**config.mk**
```make
export PLATFORM = sky130hd
export DESIGN_NAME = mem_arbiter
export DESIGN_NICKNAME = d
export VERILOG_FILES = /design/src/rtl/mem_arbiter.sv
export SDC_FILE = /design/constraint.sdc
export NUM_CORES = 1
export LEC_CHECK = 0
export BUFFER_PORTS_ARGS = -buffer_cell sky130_fd_sc_hd__buf_4
export CAP_MARGIN = 0
export CORE_MARGIN = 3
export CORE_UTILIZATION = 48
export CTS_BUF_LIST = sky130_fd_sc_hd__clkbuf_8
export DETAILED_ROUTE_END_ITERATION = 6
export PLACE_DENSITY_LB_ADDON = 0.15
export SLEW_MARGIN = 10
export SYNTH_ARGS = -nofsm -noshare
export SYNTH_HDL_FRONTEND = slang
export SYNTH_SLANG_ARGS = --single-unit
```
**constraint.sdc**
```tcl
create_clock -name clk -period 1.9 [get_ports clk]
set_input_delay 0.38 -clock clk [delete_from_list [all_inputs] [get_ports clk]]
set_output_delay 0.38 -clock clk [all_outputs]
set_load 0.005 [all_outputs]
```
**src/rtl/mem_arbiter.sv**
```systemverilog
// mem_arbiter: shares the single memory port between instruction fetch and data access.
// Data wins over fetch, fetch starvation is bounded, and hung responses time out.
module mem_arbiter #(
    parameter int unsigned DATA_STREAK = 4,
    parameter int unsigned TIMEOUT     = 255
) (
    input  logic        clk,
    input  logic        reset,
    input  logic        fetch_req,
    input  logic [31:0] fetch_addr,
    input  logic        fetch_flush,
    output logic        fetch_done,
    output logic [31:0] fetch_rdata,
    input  logic        acc_req,
    input  logic [31:0] acc_addr,
    input  logic [31:0] acc_wdata,
    input  logic [3:0]  acc_wstrb,
    output logic        acc_done,
    output logic [31:0] acc_rdata,
    output logic        bus_err,
    input  logic        mem_valid,
    input  logic [31:0] mem_rdata,
    output logic        mem_ready,
    output logic        mem_instr,
    output logic [31:0] mem_addr,
    output logic [31:0] mem_wdata,
    output logic [3:0]  mem_wstrb
);

    typedef enum logic [1:0] {
        IDLE,
        FETCH,
        ACCESS
    } state_t;

    localparam int SW = $clog2(DATA_STREAK + 1);
    localparam int TW = (TIMEOUT > 1) ? $clog2(TIMEOUT) : 1;

    localparam logic [SW-1:0] STREAK_MAX = SW'(DATA_STREAK);
    localparam logic [TW-1:0] TMO_LAST   = TW'(TIMEOUT - 1);

    state_t        state_q, state_d;
    logic [SW-1:0] streak_q, streak_d;
    logic [TW-1:0] tmo_q, tmo_d;
    logic          flush_pending_q, flush_pending_d;
    logic          bubble_q, bubble_d;

    logic fetch_ok;
    logic flush_eff;
    logic grant_acc;
    logic grant_fetch;
    logic finish;
    logic timed_out;

    assign fetch_ok  = fetch_req && !fetch_flush;
    assign flush_eff = flush_pending_q || fetch_flush;

    always_comb begin
        state_d         = state_q;
        streak_d        = streak_q;
        tmo_d           = tmo_q;
        flush_pending_d = flush_pending_q;
        bubble_d        = 1'b0;
        grant_acc       = 1'b0;
        grant_fetch     = 1'b0;
        finish          = 1'b0;
        timed_out       = 1'b0;

        unique case (state_q)
            IDLE: begin
                tmo_d           = '0;
                flush_pending_d = 1'b0;
                if (!fetch_req) begin
                    streak_d = '0;
                end
                // The cycle right after a completion never grants, so a
                // requester still showing its old req is not served twice.
                if (!bubble_q) begin
                    if (acc_req && (streak_q < STREAK_MAX || !fetch_ok)) begin
                        grant_acc = 1'b1;
                        state_d   = ACCESS;
                        if (fetch_req && streak_q < STREAK_MAX) begin
                            streak_d = streak_q + 1'b1;
                        end
                    end else if (fetch_ok) begin
                        grant_fetch = 1'b1;
                        state_d     = FETCH;
                        streak_d    = '0;
                    end
                end
            end
            FETCH, ACCESS: begin
                tmo_d = tmo_q + 1'b1;
                if (state_q == FETCH && fetch_flush) begin
                    flush_pending_d = 1'b1;
                end
                if (mem_valid) begin
                    finish = 1'b1;
                end else if (tmo_q == TMO_LAST) begin
                    finish    = 1'b1;
                    timed_out = 1'b1;
                end
                if (finish) begin
                    state_d         = IDLE;
                    bubble_d        = 1'b1;
                    flush_pending_d = 1'b0;
                end
            end
            default: begin
                state_d = IDLE;
            end
        endcase
    end

    always_ff @(posedge clk) begin
        if (reset) begin
            state_q         <= IDLE;
            streak_q        <= '0;
            tmo_q           <= '0;
            flush_pending_q <= 1'b0;
            bubble_q        <= 1'b0;
            mem_ready       <= 1'b0;
            mem_instr       <= 1'b0;
            mem_addr        <= '0;
            mem_wdata       <= '0;
            mem_wstrb       <= '0;
            fetch_done      <= 1'b0;
            fetch_rdata     <= '0;
            acc_done        <= 1'b0;
            acc_rdata       <= '0;
            bus_err         <= 1'b0;
        end else begin
            state_q         <= state_d;
            streak_q        <= streak_d;
            tmo_q           <= tmo_d;
            flush_pending_q <= flush_pending_d;
            bubble_q        <= bubble_d;
            fetch_done      <= 1'b0;
            acc_done        <= 1'b0;
            bus_err         <= 1'b0;

            if (grant_acc) begin
                mem_ready <= 1'b1;
                mem_instr <= 1'b0;
                mem_addr  <= acc_addr;
                mem_wdata <= acc_wdata;
                mem_wstrb <= acc_wstrb;
            end else if (grant_fetch) begin
                mem_ready <= 1'b1;
                mem_instr <= 1'b1;
                mem_addr  <= fetch_addr;
                mem_wdata <= '0;
                mem_wstrb <= '0;
            end

            if (finish) begin
                mem_ready <= 1'b0;
                mem_instr <= 1'b0;
                if (state_q == ACCESS) begin
                    acc_done  <= 1'b1;
                    bus_err   <= timed_out;
                    acc_rdata <= timed_out ? '0 : mem_rdata;
                end else if (!flush_eff) begin
                    // A redirected fetch still drains on the bus but is never reported.
                    fetch_done  <= 1'b1;
                    bus_err     <= timed_out;
                    fetch_rdata <= timed_out ? '0 : mem_rdata;
                end
            end
        end
    end

endmodule

```
After elaboration in Yosys (flattened, before gate mapping)
Index checks and enable logic that the tools add are counted.

word-level totals
  register bits after elaboration = 152
  input bits = 138
  output and inout bits = 137
  logic and storage cells = 91

operators by class
  add/subtract/negate cells = 2
  order comparisons = 1
  eq/ne operators = 7
  multiplexer cells = 41
  bitwise operators = 4
  reduce and logical (&&, ||, !) cells = 21

operators by type and width
  kind                   number
  $mux W32               5
  $mux W1                22
  $pmux W8 S2            1
  $mux W3                5
  $add A8 B1 Y8 const B  1
  $eq A8 B8 Y1 const B   1
  $mux W2                4
  $mux W4                2
  $reduce_or A2 Y1       4
  $ne A3 B3 Y1 const B   2
  $reduce_and A3 Y1      2
  $reduce_or A3 Y1       2
  $logic_and A1 B1 Y1    4
  $ne A2 B2 Y1 const B   2
  $not A1 Y1             4
  $pmux W2 S2            1
  $reduce_and A2 Y1      2
  $reduce_bool A2 Y1     2
  $add A3 B1 Y3 const B  1
  $lt A3 B3 Y1 const B   1
  $eq A2 B1 Y1 const B   1
  $eq A2 B2 Y1 const B   1
  $logic_not A1 Y1       2
  $logic_not A2 Y1       1
  2 further kinds        3

Logic depth before layout (Yosys ltp)
  depth after elaboration = 10
  gate-level depth with buffers = 8
  mapped depth without buffers = 6

Worst setup path after synthesis
No wires, ideal clock.

  kind = register to register
  from = register state_q[0]
  to = register acc_rdata[10]
  library setup time = 70 ps
  arrival = 1627 ps
  data required time = 1830 ps
  path slack = 203 ps
  stages on the path, launching flop included = 9
  buffers on the path = 3
  clock period less this slack = 1697 ps
  path through = dfxtp_1 > inv_1 > ha_1 > buf_2 > and2_1 > clkbuf_1 > clkbuf_1 > nand3_1 > a21oi_1

on the way
  word-level cells in the longest chain between the ends = 4

ends and longest elaborated chain
  what                                                  line     source
  start: declaration                                    42       state_t state_q, state_d;
  start signal: assignment                              133      state_q <= state_d;
  $eq A2 B1 Y1 / $eq A2 B2 Y1 (equally long branches)   69, 159
  $reduce_or A2 Y1                                      69       unique case (state_q)
  $mux W1                                               69
  $mux W32 / $reduce_and A2 Y1 (equally long branches)  n/a
  end signal: assignment                                162      acc_rdata <= timed_out ? '0 : mem_rdata;
  end: declaration                                      19       output logic [31:0] acc_rdata,

Several ways; a longest one is shown, not always the timed one.
A chain may end at the register's enable or synchronous reset.

Worst setup path in the final report
  from = register state_q[1]
  to = register mem_addr[19]

on the way
  word-level cells in the longest chain between the ends = 3

ends and longest elaborated chain
  what                                                   line  source
  $logic_not A2 Y1 *                                     69
  $mux W1                                                69
  $mux W32 / $reduce_bool A2 Y1 (equally long branches)  n/a
  end signal: assignment                                 145   mem_addr <= acc_addr;
  end signal: assignment                                 151   mem_addr <= fetch_addr;
  end: declaration                                       25    output logic [31:0] mem_addr,

Every way passes the cells marked *; elsewhere a longest branch is shown, timed or not.

==> run metrics <==
max_cap viols 0; Initial Utilization roughly half; fill count 984; CTS Buf Count 17; # hold bufs at CTS 0; VDD IR-drop max roughly 570 uV; CTS tree done; Clk Latency, worst-skew pair 440 ps; crit start category flop; worst slew pin tran 369.1 ps; unrepaired setup endpoints after global routing false; number of global-route vias before repair about 5,800; r2r setup slk ~130 ps; reg-to-reg startpoint state_q[1]; num rows 40; clk buf depth 2; Post-Place Worst Slack -21.00 ps; clk sinks approximately 150; Post-Route WL approximately 18,000 um; WL per Instance roughly 16 um; drt initial violations 403; clock slew at reported path FFs about 80 ps; area of the mapped netlist around 0.006 mm^2; drt drc 0; Relative slew margins 75.39%; Die Span Y around 120 um; Critical Path Sink Type flop; Tcrit/Tclk final between 90% and 100%; setup violators final 0; hold path cells 3; setup_tns 0 ps; area of the die 0.01393 mm^2; switching share of total power between 20% and 30%; Clock Skew around 8.4 ps; cell area power density just over 900 mW/mm^2; Layout Area Growth over Synthesis 42.92%; antenna violations before repair 0; Hold Violations, Final 0; num ports 275; Syn. warnings 0; Leak 0.003637 uW; # Post-CTS Setup Buffers 0; Root Buffer clkbuf_8; worst r2r dst mem_addr[19]; sw power roughly 2300 uW; post-synthesis sequential area ratio around half; Port-buffer cells roughly 270; largest net degree at the start of global routing between 50 and 60; syn avg cell area ~9.0 um^2; Vias/cell about 5.4; Seq pwr share between 40% and 50%; GP Congestion around 0.84; depth of the CTS H-tree 4; Tmin final roughly 1800 ps; antenna cells 0; required time of the critical path ~2200 ps; First-pass DRT Iterations 6; worst hold endpoint mem_wdata[19]; Yosys reg bits about 150; GRT overflow 0; # nets final around 1,100; status finished, final reports clean; Comb pwr share 25.2%; Multi-input gate area roughly 0.0027 mm^2; clock power share between 20 and 30%; R2R cell count 7; Die Width around 120 um; Crit path arrival time between 2000 and 2500 ps; Mapped Cells 667; Power Total between 7000 and 8000 uW; Internal Power 5590 uW; hpwl dp 12,760 um; antenna viol nets, final 0; distinct cell type count after synthesis 39; global-route wire length before repair a little under 30,000 um; hold wc startpoint acc_wdata[19]; WS Path Type flop to flop; worst setup margin about 130 ps; register area 0.003044 mm^2; FMAX about 0.56 GHz; class of the worst hold path primary input to flop; Slew Limit Fails 0; Core Area 0.01216 mm^2; CP Max Fanout 19; Vias a little under 6,000; GR Util All Layers 25.05%; ratio of cells with drive above 1 in the final layout a little over a third; Syn Nets ~810
==> routing by layer <==
metal	part of all wire (%)	wire, um	vias to the layer above	GRT usage, %
met5	0	0	-	0
met4	2.6	459	0	10.92
met3	8.4	1511	39	8.698
met2	52	9262	245	43.66
met1	37	6716	2805	27.58
li1	-	-	2872	-
==> area by class of cell <==
class                      count  area share [%]
clock buffer                  20           3.198
clock inverter                12          0.9884
inverter                       4          0.1744
multi-input combinational    447           31.16
sequential                   152           35.36
tap                          168           2.442
timing repair buffer         292           26.67
==> logic make-up (layout without fill, tap and decap cells) <==
family / count (synthesis) / count (layout) / share of synthesized area (%)
AOI/OAI and AO/OA: 210 / 210 / 21.06
muxes: 34 / 34 / 5.650
DFF: 152 / 152 / 50.52
adders and majority gates: 7 / 7 / 1.454
buffers and inverters: 68 / 328 / 5.567
xor gates and xnor gates: 7 / 7 / 1.018
and+or+nand+nor: 189 / 189 / 14.73
==> cells in the final DEF, fill, tap and decap left out, types with 6 or more instances in the layout <==
| cell type | n |
|---|---|
| buf_4 | 283 |
| o21ai_0 | 65 |
| a22oi_1 | 37 |
| nand3_1 | 68 |
| inv_1 | 7 |
| xor2_1 | 6 |
| clkinv_2 | 7 |
| ha_1 | 6 |
| clkbuf_8 | 20 |
| a211oi_1 | 30 |
| nand2_1 | 8 |
| buf_12 | 8 |
| nor2_1 | 83 |
| a21oi_1 | 65 |
| dfxtp_1 | 151 |
| mux2i_1 | 33 |
==> stage by stage <==
stage | util (%) | instances | hold WS [ps] | cell area [um^2]
after detailed placement | 67.42 | 1063 | 469.0 | 8199
after global placement | 67.42 | 1063 | 458.2 | 8199
after floorplan | - | 667 | 438.2 | 6023
after CTS | 70.41 | 1095 | 155.6 | 8563
final | 70.78 | 1095 | 184.4 | 8608
after global routing | 70.78 | 1095 | 163.0 | 8608
==> power by group through the flow <==
stage               clock, uW  combinational [uW]  sequential (uW)
CTS                      2290                1960             3660
finish                   2230                1980             3660
floorplan                   0                 982             3730
global placement            0                1900             3710
detailed placement          0                1950             3720
global route             2440                2170             3700
==> synthesized netlist by cell type (all sizes together) <==
library cell | number | area share, %
a32oi | 1 | 0.15
a21oi | 65 | 5.4
o21ai | 67 | 5.6
a211oi | 34 | 4.2
and2 | 4 | 0.42
a21o | 1 | 0.12
nand4 | 4 | 0.42
nor3b | 1 | 0.12
and2b | 2 | 0.29
o21bai | 2 | 0.25
ha | 7 | 1.5
nand3 | 69 | 5.7
nor2 | 83 | 5.2
a31oi | 2 | 0.21
and3 | 1 | 0.10
clkbuf | 43 | 2.7
nor4 | 1 | 0.10
mux2i | 34 | 5.7
nand3b | 1 | 0.12
nand2 | 8 | 0.50
nor3 | 5 | 0.42
buf | 21 | 2.6
nor2b | 4 | 0.54
a41oi | 1 | 0.46
xnor2 | 1 | 0.15
xor2 | 6 | 0.87
and4 | 1 | 0.19
and3b | 2 | 0.29
nand2b | 3 | 0.31
inv | 4 | 0.25
dfxtp | 152 | 51
a22oi | 37 | 4.6
==> flip-flops by register name (all words and copies together) (netlist names), 2 cells and up <==
name         flops
mem_wdata       32
tmo_q            8
mem_addr        32
acc_rdata       32
mem_wstrb        4
streak_q         3
fetch_rdata     32
state_q          2
==> worst max-delay path by stage <==
stage / cells past startpoint / to / start
floorplan: 8 / acc_rdata[10] / state_q[0]
global placement: 7 / mem_addr[9] / state_q[0]
detailed placement: 7 / mem_addr[1] / state_q[0]
CTS: 7 / mem_addr[1] / state_q[0]
global route: 7 / mem_addr[19] / state_q[1]
finish: 7 / mem_addr[19] / state_q[1]
==> worst max-delay path: stages (launching register included) <==
cell and delay, ps:
dfxtp_1 340, inv_1 80, ha_2 220, and2b_4 200, and3b_2 250, buf_12 190, mux2i_1 250, a211oi_2 100
==> what timing repair did <==
| action | CTS | global route |
|---|---|---|
| setup endpoints to repair | 2 | 68 |
| hold endpoints to repair | 0 | 0 |
| resized for setup | 1 | 11 |
(Power assumes the default switching activity.)
